`config.mk`:
```
export PLATFORM = sky130hd
export DESIGN_NAME = mem_stage_flat
export DESIGN_NICKNAME = d
export VERILOG_FILES = /design/src/rtl/mem_stage_if.sv /design/src/rtl/mem_stage.sv /design/src/flat_wrapper.sv
export SDC_FILE = /design/constraint.sdc
export NUM_CORES = 1
export LEC_CHECK = 0
export CAP_MARGIN = 20
export CORE_ASPECT_RATIO = 1.5
export CORE_MARGIN = 2
export CORE_UTILIZATION = 48
export CTS_CLUSTER_DIAMETER = 50
export DETAILED_ROUTE_END_ITERATION = 7
export PLACE_DENSITY = 0.87
export SKIP_LAST_GASP = 1
export SLEW_MARGIN = 20
export SYNTH_ARGS = -nofsm -noshare
export SYNTH_HDL_FRONTEND = slang
export SYNTH_SLANG_ARGS = --single-unit
```
`constraint.sdc`:
```
create_clock -name clk -period 11.95 [get_ports clk]
set_input_delay 2.39 -clock clk [delete_from_list [all_inputs] [get_ports clk]]
set_output_delay 2.39 -clock clk [all_outputs]
set_load 0.005 [all_outputs]
```
`src/rtl/mem_stage_if.sv`:
```
// Data-SRAM request/response bus between the MEM stage (master) and the memory side (slave).
interface mem_stage_if;
    logic        data_req;
    logic        data_wr;
    logic [1:0]  data_size;
    logic [31:0] data_addr;
    logic [31:0] data_wdata;
    logic        data_addr_ok;
    logic        data_data_ok;
    logic [31:0] data_rdata;

    modport master (
        output data_req, data_wr, data_size, data_addr, data_wdata,
        input  data_addr_ok, data_data_ok, data_rdata
    );

    modport slave (
        input  data_req, data_wr, data_size, data_addr, data_wdata,
        output data_addr_ok, data_data_ok, data_rdata
    );
endinterface

```
`src/rtl/mem_stage.sv`:
```
// MEM pipeline stage: registers EX results, runs one data-SRAM transaction per load/store,
// aligns/extends load data and presents the M-stage result for forwarding and writeback.
module mem_stage #(
    parameter logic [31:0] RESET_PC = 32'hbfc00000,
    parameter bit          KSEG_MAP = 1'b1
) (
    input  logic        clk,
    input  logic        reset,
    input  logic        stall,
    input  logic        flush,
    input  logic [31:0] pc_e,
    input  logic [31:0] aluout_e,
    input  logic [4:0]  writereg_e,
    input  logic [1:0]  ctrl_e,
    input  logic        mem_en_e,
    input  logic [5:0]  op_e,
    input  logic [31:0] wdata_e,
    input  logic [3:0]  sel_e,
    input  logic [7:0]  excode_e,
    mem_stage_if.master dbus,
    output logic        stall_mem,
    output logic [31:0] result_m,
    output logic [4:0]  writereg_m,
    output logic        regwrite_m,
    output logic [31:0] pc_m,
    output logic [7:0]  excode_m
);
    localparam logic [5:0] OpLb  = 6'h20;
    localparam logic [5:0] OpLh  = 6'h21;
    localparam logic [5:0] OpLw  = 6'h23;
    localparam logic [5:0] OpLbu = 6'h24;
    localparam logic [5:0] OpLhu = 6'h25;
    localparam logic [5:0] OpSh  = 6'h29;
    localparam logic [5:0] OpSw  = 6'h2b;

    typedef enum logic [1:0] {StIdle, StReq, StWait, StDone} state_e;

    state_e      state_q;
    logic        discard_q;
    logic [31:0] rdata_q;
    logic [31:0] pc_q, aluout_q, wdata_q;
    logic [4:0]  writereg_q;
    logic        regwrite_q, memtoreg_q, mem_en_q;
    logic [5:0]  op_q;
    logic [3:0]  sel_q;
    logic [7:0]  excode_q;

    logic        mem_go;
    logic [7:0]  lane_byte;
    logic [15:0] lane_half;
    logic [31:0] load_val;

    always_ff @(posedge clk or posedge reset) begin
        if (reset) begin
            pc_q       <= RESET_PC;
            aluout_q   <= '0;
            writereg_q <= '0;
            regwrite_q <= 1'b0;
            memtoreg_q <= 1'b0;
            mem_en_q   <= 1'b0;
            op_q       <= '0;
            wdata_q    <= '0;
            sel_q      <= '0;
            excode_q   <= '0;
        end else if (flush) begin
            pc_q       <= RESET_PC;
            aluout_q   <= '0;
            writereg_q <= '0;
            regwrite_q <= 1'b0;
            memtoreg_q <= 1'b0;
            mem_en_q   <= 1'b0;
            op_q       <= '0;
            wdata_q    <= '0;
            sel_q      <= '0;
            excode_q   <= '0;
        end else if (!stall) begin
            pc_q       <= pc_e;
            aluout_q   <= aluout_e;
            writereg_q <= writereg_e;
            regwrite_q <= ctrl_e[1];
            memtoreg_q <= ctrl_e[0];
            mem_en_q   <= mem_en_e;
            op_q       <= op_e;
            wdata_q    <= wdata_e;
            sel_q      <= sel_e;
            excode_q   <= excode_e;
        end
    end

    assign mem_go = mem_en_q && (excode_q == 8'd0);

    // DONE is held while stalled so the same instruction never re-enters IDLE and reissues.
    // discard_q marks an accepted request whose instruction was flushed; its data is dropped.
    always_ff @(posedge clk or posedge reset) begin
        if (reset) begin
            state_q   <= StIdle;
            discard_q <= 1'b0;
            rdata_q   <= '0;
        end else begin
            unique case (state_q)
                StIdle: begin
                    if (mem_go && !flush) state_q <= StReq;
                end
                StReq: begin
                    if (dbus.data_addr_ok && dbus.data_data_ok) begin
                        if (!flush) rdata_q <= dbus.data_rdata;
                        state_q <= flush ? StIdle : StDone;
                    end else if (dbus.data_addr_ok) begin
                        state_q   <= StWait;
                        discard_q <= flush;
                    end else if (flush) begin
                        state_q <= StIdle;
                    end
                end
                StWait: begin
                    if (dbus.data_data_ok) begin
                        if (!(discard_q || flush)) rdata_q <= dbus.data_rdata;
                        state_q   <= (discard_q || flush) ? StIdle : StDone;
                        discard_q <= 1'b0;
                    end else if (flush) begin
                        discard_q <= 1'b1;
                    end
                end
                StDone: begin
                    if (flush || !stall) state_q <= StIdle;
                end
                default: state_q <= StIdle;
            endcase
        end
    end

    assign stall_mem = ((state_q == StIdle) && mem_go) || (state_q == StReq) ||
                       (state_q == StWait);

    assign dbus.data_req   = (state_q == StReq);
    assign dbus.data_wr    = |sel_q;
    assign dbus.data_wdata = wdata_q;
    assign dbus.data_addr  = (KSEG_MAP && (aluout_q[31:30] == 2'b10)) ?
                             {3'b000, aluout_q[28:0]} : aluout_q;

    always_comb begin
        dbus.data_size = 2'd0;
        case (op_q)
            OpLw, OpSw:       dbus.data_size = 2'd2;
            OpLh, OpLhu, OpSh: dbus.data_size = 2'd1;
            default:          dbus.data_size = 2'd0;
        endcase
    end

    always_comb begin
        lane_byte = rdata_q[7:0];
        unique case (aluout_q[1:0])
            2'd0: lane_byte = rdata_q[7:0];
            2'd1: lane_byte = rdata_q[15:8];
            2'd2: lane_byte = rdata_q[23:16];
            2'd3: lane_byte = rdata_q[31:24];
            default: lane_byte = rdata_q[7:0];
        endcase
        lane_half = aluout_q[1] ? rdata_q[31:16] : rdata_q[15:0];
        load_val  = rdata_q;
        case (op_q)
            OpLb:    load_val = {{24{lane_byte[7]}}, lane_byte};
            OpLbu:   load_val = {24'd0, lane_byte};
            OpLh:    load_val = {{16{lane_half[15]}}, lane_half};
            OpLhu:   load_val = {16'd0, lane_half};
            default: load_val = rdata_q;
        endcase
    end

    assign result_m   = memtoreg_q ? load_val : aluout_q;
    assign writereg_m = writereg_q;
    assign regwrite_m = regwrite_q;
    assign pc_m       = pc_q;
    assign excode_m   = excode_q;
endmodule

```
`src/flat_wrapper.sv`:
```
// flat-port wrapper written by rule: the top's interface ports become plain ports
module mem_stage_flat 
#(
    parameter logic [31:0] RESET_PC = 32'hbfc00000,
    parameter bit          KSEG_MAP = 1'b1
)
  (clk, reset, stall, flush, pc_e, aluout_e, writereg_e, ctrl_e, mem_en_e, op_e, wdata_e, sel_e, excode_e, stall_mem, result_m, writereg_m, regwrite_m, pc_m, excode_m, dbus_data_req, dbus_data_wr, dbus_data_size, dbus_data_addr, dbus_data_wdata, dbus_data_addr_ok, dbus_data_data_ok, dbus_data_rdata);
  mem_stage_if dbus_i ();
  input  logic clk;
  input  logic reset;
  input  logic stall;
  input  logic flush;
  input  logic [31:0] pc_e;
  input  logic [31:0] aluout_e;
  input  logic [4:0] writereg_e;
  input  logic [1:0] ctrl_e;
  input  logic mem_en_e;
  input  logic [5:0] op_e;
  input  logic [31:0] wdata_e;
  input  logic [3:0] sel_e;
  input  logic [7:0] excode_e;
  output logic stall_mem;
  output logic [31:0] result_m;
  output logic [4:0] writereg_m;
  output logic regwrite_m;
  output logic [31:0] pc_m;
  output logic [7:0] excode_m;
  output wire logic [$bits(dbus_i.data_req)-1:0] dbus_data_req;
  output wire logic [$bits(dbus_i.data_wr)-1:0] dbus_data_wr;
  output wire logic [$bits(dbus_i.data_size)-1:0] dbus_data_size;
  output wire logic [$bits(dbus_i.data_addr)-1:0] dbus_data_addr;
  output wire logic [$bits(dbus_i.data_wdata)-1:0] dbus_data_wdata;
  input wire logic [$bits(dbus_i.data_addr_ok)-1:0] dbus_data_addr_ok;
  input wire logic [$bits(dbus_i.data_data_ok)-1:0] dbus_data_data_ok;
  input wire logic [$bits(dbus_i.data_rdata)-1:0] dbus_data_rdata;
  assign dbus_data_req = dbus_i.data_req;
  assign dbus_data_wr = dbus_i.data_wr;
  assign dbus_data_size = dbus_i.data_size;
  assign dbus_data_addr = dbus_i.data_addr;
  assign dbus_data_wdata = dbus_i.data_wdata;
  assign dbus_i.data_addr_ok = dbus_data_addr_ok;
  assign dbus_i.data_data_ok = dbus_data_data_ok;
  assign dbus_i.data_rdata = dbus_data_rdata;
  mem_stage #(.RESET_PC(RESET_PC), .KSEG_MAP(KSEG_MAP)) u_core (.clk(clk), .reset(reset), .stall(stall), .flush(flush), .pc_e(pc_e), .aluout_e(aluout_e), .writereg_e(writereg_e), .ctrl_e(ctrl_e), .mem_en_e(mem_en_e), .op_e(op_e), .wdata_e(wdata_e), .sel_e(sel_e), .excode_e(excode_e), .dbus(dbus_i), .stall_mem(stall_mem), .result_m(result_m), .writereg_m(writereg_m), .regwrite_m(regwrite_m), .pc_m(pc_m), .excode_m(excode_m));
endmodule
```
# Word-level counts from Yosys, hierarchy flattened
# Index checks and enable logic that the tools add are counted.
[classes] add_sub_neg=0 n_mul=0 n_div=0 n_lt_le_gt_ge=0 n_eq_ne=25 n_shift=0 mux=45 bitwise=0 n_reduce_logical=20
[op_table] cell="$mux W32" n=12
[op_table] cell="$pmux W32 S4" n=1
[op_table] cell="$pmux W32 S2" n=1
[op_table] cell="$eq A6 B6 Y1 const B" n=7
[op_table] cell="$pmux W8 S4" n=1
[op_table] cell="$mux W16" n=1
[op_table] cell="$mux W2" n=8
[op_table] cell="$mux W8" n=2
[op_table] cell="$mux W6" n=2
[op_table] cell="$eq A2 B2 Y1 const B" n=5
[op_table] cell="$mux W1" n=10
[op_table] cell="$mux W5" n=2
[op_table] cell="$ne A2 B1 Y1 const B" n=5
[op_table] cell="$logic_not A8 Y1" n=1
[op_table] cell="$mux W4" n=2
[op_table] cell="$ne A2 B2 Y1 const B" n=4
[op_table] cell="$pmux W2 S4" n=1
[op_table] cell="$reduce_and A4 Y1" n=2
[op_table] cell="$reduce_and A5 Y1" n=1
[op_table] cell="$eq A2 B1 Y1 const B" n=2
[op_table] cell="$logic_and A1 B1 Y1" n=4
[op_table] cell="$logic_not A2 Y1" n=2
[op_table] cell="$logic_or A1 B1 Y1" n=4
[op_table] cell="$ne A4 B2 Y1 const B" n=1
[op_table] cell="8 further kinds" n=9
[word_totals] reg_bits=157 latchBits=0 ramBits=0 romBits=0 output_inout_bits=147 elab_cells=103 memories=0

# Logic depth before layout (Yosys ltp)
[logic_depth] word_depth=5 depth_mapped=6 ltp_nobuf=4

# Worst setup path before layout
# OpenSTA, ideal clock, no wires.
[synth_path] path_kind="register to output" from="register u_core.op_q[1]" to="output port result_m[22]" t_arrival_ns=1.552 t_required_ns=9.560 setup_slack_ns=8.008 path_stages_with_launch=5 n_path_buf=2 path_cell_list="dfrtp_1 > or4b_1 > buf_6 > buf_8 > a311o_1"
[synth_between] elab_chain_cells=3 elab_cells_between_ends=6 cone_classes="eq/ne: 4; mux: 2"
[synth_lines] item="start, declared" line_no="mem_stage.sv:44" text="logic [5:0] op_q;"
[synth_lines] item="start signal, assigned" line_no="mem_stage.sv:83" text="op_q <= op_e;"
[synth_lines] item="$eq A6 B6 Y1" line_no="mem_stage.sv:161" text="case (op_q)"
[synth_lines] item="$pmux W32 S4 *" line_no="mem_stage.sv:161"
[synth_lines] item="$mux W32 *" line_no="mem_stage.sv:170" text="assign result_m = memtoreg_q ? load_val : aluout_q;"
[synth_lines] item="end, declared" line_no="flat_wrapper.sv:23" text="output logic [31:0] result_m;"
# Mark *: on every way between the ends. The rest lies on a longest branch, timed or not.

# Worst setup path after layout
[layout_path] from="register u_core.aluout_q[1]" to="output port result_m[31]"
[layout_between] elab_chain_cells=4 elab_cells_between_ends=8 cone_classes="eq/ne: 3; mux: 4; reduce/logical: 1"
[layout_lines] item="start, declared" line_no="mem_stage.sv:41" text="logic [31:0] pc_q, aluout_q, wdata_q;"
[layout_lines] item="start signal, assigned" line_no="mem_stage.sv:78" text="aluout_q <= aluout_e;"
[layout_lines] item="$eq A2 B2 Y1 (tied with other cells)" line_no="mem_stage.sv:152" text="unique case (aluout_q[1:0])"
[layout_lines] item="$pmux W8 S4" line_no="mem_stage.sv:152"
[layout_lines] item="$pmux W32 S4 *" line_no="mem_stage.sv:161"
[layout_lines] item="$mux W32 *" line_no="mem_stage.sv:170"
# Marks and branches as above.

==> flow_summary.yaml <==
status:
  status: "finished clean"
clocking:
  clkTransAtPathRegs_ns: 0.06
  cts_resized: 0
  cts_tree: "yes"
  cts_buffers: 17
  root_buffer: "clkbuf_16"
  insertion_delay_ns: 0.42
  cts.sinks: 157
  cts_setup_buffers: 0
  cts_max_path_buffers: 2
  hold_buffers: 0
  ctsHtreeMaxLevel: 4
placed_design:
  placed_area_um2: 10700
  gp_congestion: 0.838
  dp_hpwl_mm: 16.6
  port-buffer-count: 306
  pre_cts_ws_ns: 6.83
  place_inst: 1138
power_and_ir_drop:
  ir_drop_mv: 0.0995
  p_leak_nw: 5.05
  power_mw: 1.64
  power_density_nw_per_um2: 145
yosys:
  synth_top_area_share: 0.477
  synth_edf_count: 0
  ys_types: 48
  synth-seq-cells: 157
  synth.area.mux_share: 0.221
  synthSimpleGateAreaFrac: 0.128
  syn_area_per_cell_um2: 11.1
  synthXorXnorAreaFrac: 0
  yosysTopAreaCell: "dfrtp_1"
  ys_seq_area_frac: 0.507
  synth_top_family_by_area: "multiplexers"
  syn_inst: 700
  netlist_area_um2: 7770
  synth-compound-area-share: 0.0813
  syn_nets: 860
  synth_area_leaders: "dfrtp_1 48%, mux2i_1 16%, nor2_1 6.7%"
  synthFlopType: "dfrtp_1"
  synth_warnings: 0
  async_flop_share: 1.00
  synth_adder_area_share: 0
routing:
  via_count: 6328
  drt_iter0_markers: 260
  firstDrtPassIters: 4
  routed_wirelength_mm: 23.2
  wire_per_inst_um: 19.8
  drc: 0
  antenna_left: 0
  vias_per_cell: 5.39
sta:
  finalHoldViolCount: 0
  rsz0062_at_grt: "no"
  worstMarginPinSlew_ns: 1.04
  slew_headroom: 0.309
  finalCritPeriodShare: 0.467
  setup_violations: 0
  hold-worst-slack_ns: 0.520
  finClkSkew_ns: 0.00898
  drv_slew: 0
  fin_ws_ns: 6.37
  fin_tns_setup_ns: 0
  period_minus_slack_ns: 5.58
  fmax_ghz: 0.179
worst_setup_path:
  path_max_fanout: 30
  worstPathArrival_ns: 3.19
  start_kind: "flip-flop"
  critical_path_class: "flip-flop to output pin"
  cp-end-kind: "output pin"
  reg2reg_slack_ns: 9.50
  required_ns: 9.56
finish:
  final_util: 0.702
  instances_no_fill: 1173
  nets: 1111
  drive_above_1_share: 0.0799
  fillers: 1202
  fin_area_um2: 11300
  syn_to_final_growth_pct: 45.0
die:
  ios: 307
  coreArea_um2: 16000
  dieArea_um2: 17200
  die_h_um: 160
  rows: 57
  initial_core_util: 0.484
  die_x_um: 108
global_route:
  grt.met1_usage: 0.313
  antenna_found_initial: 3
  grt_pass1_wl_mm: 36.1
  use_met3: 0.0690
  grt.busiest_layer: "met2"
  grt.overflow.total: 0
  grt_pass1_vias: 6628
  use_met2: 0.475
  grt_usage: 0.274
  grt_max_degree: 89
worst_hold_path:
  hold_class: "flip-flop to flip-flop"
job:
  timing.max_cap.violations: 0
-- synthesized netlist by cell type, types with 8 or more instances --
library cell,instances
a21oi_1,11
a221oi_2,8
a311o_1,16
buf_2,19
buf_4,33
clkbuf_1,22
dfrtp_1,148
dfstp_2,9
mux2_1,29
mux2_2,11
mux2i_1,123
nand2_1,30
nor2_1,139
nor2b_1,21
o21ai_0,10
-- worst paths after layout --
kind | startpoint | cells after the start | to
setup / recovery | u_core.aluout_q[1] | 5 | result_m[31]
max in group asynchronous | reset | 3 | u_core.memtoreg_q
hold / removal | u_core.rdata_q[5] | 1 | u_core.rdata_q[5]
hold reg to reg | u_core.rdata_q[5] | 1 | u_core.rdata_q[5]
setup reg to reg | u_core.state_q[1] | 4 | u_core.rdata_q[1]
min in group asynchronous | reset | 2 | u_core.excode_m[2]
-- flip-flops by register name (all words and copies together) (netlist names), 2 cells and up --
name                    cells
u_core.aluout_q            32
u_core.dbus.data_wdata     32
u_core.pc_m                32
u_core.rdata_q             32
u_core.excode_m             8
u_core.op_q                 6
u_core.writereg_m           5
u_core.sel_q                4
u_core.state_q              2
-- cell type report --
| type | instances | area (µm²) | share of cell area |
|---|---|---|---|
| well taps | 206 | 258 | 0.0229 |
| clock buffers | 18 | 439 | 0.0390 |
| flip-flops and latches | 157 | 3940 | 0.350 |
| diodes | 3 | 7.51 | 0.000666 |
| repair buffers | 311 | 3100 | 0.275 |
| multi-input cells | 460 | 3340 | 0.297 |
| clock inverters | 14 | 159 | 0.0141 |
| inverters | 4 | 20.0 | 0.00178 |
-- metal layers --
metal | vias to the layer above | part of all wire
met5 | - | 0
met3 | 54 | 0.058
met1 | 3120 | 0.37
met2 | 241 | 0.53
li1 | 2913 | -
met4 | 0 | 0.039
-- logic make-up after synthesis --
| logic type | count (synthesis) |
|---|---|
| DFF | 157 |
| and+or+nand+nor | 221 |
| muxes | 165 |
| AOI/OAI and AO/OA | 74 |
| buffers and inverters | 83 |
-- report_power, final --
group / switching [mW] / total [mW] / internal (mW)
clock network: 0.232 / 0.550 / 0.318
logic: 0.148 / 0.376 / 0.228
registers: 0.0981 / 0.709 / 0.611
-- cells in the final DEF, fill, tap and decap left out, types with 3 or more instances in the layout --
cell             Yosys  layout
clkdlybuf4s50_1      0     304
dfrtp_1            148     147
nor2_1             139     139
mux2i_1            123     123
nand2_1             30      30
mux2_1              29      29
nor2b_1             21      21
clkbuf_16            0      17
a311o_1             16      16
mux2_2              11      11
a21oi_1             11      11
o21ai_0             10      10
dfstp_2              9       9
a221oi_2             8       8
a21boi_0             7       7
o22a_1               7       7
o2bb2ai_1            6       6
buf_4               33       6
nand2b_1             5       5
nand3_1              4       4
inv_6                0       4
diode_2              0       3
inv_1                4       3
nor3_1               3       3
and2_1               3       3
clkinvlp_4           0       3
-- worst max-delay path, stage by stage, from the launching register on --
cell	delay, ns
dfrtp_1	0.95
mux2_2	0.36
mux2i_4	0.08
nor3_4	0.63
a311o_1	0.24
clkdlybuf4s50_1	0.50
Note: power is estimated with default switching activity, not from simulation.
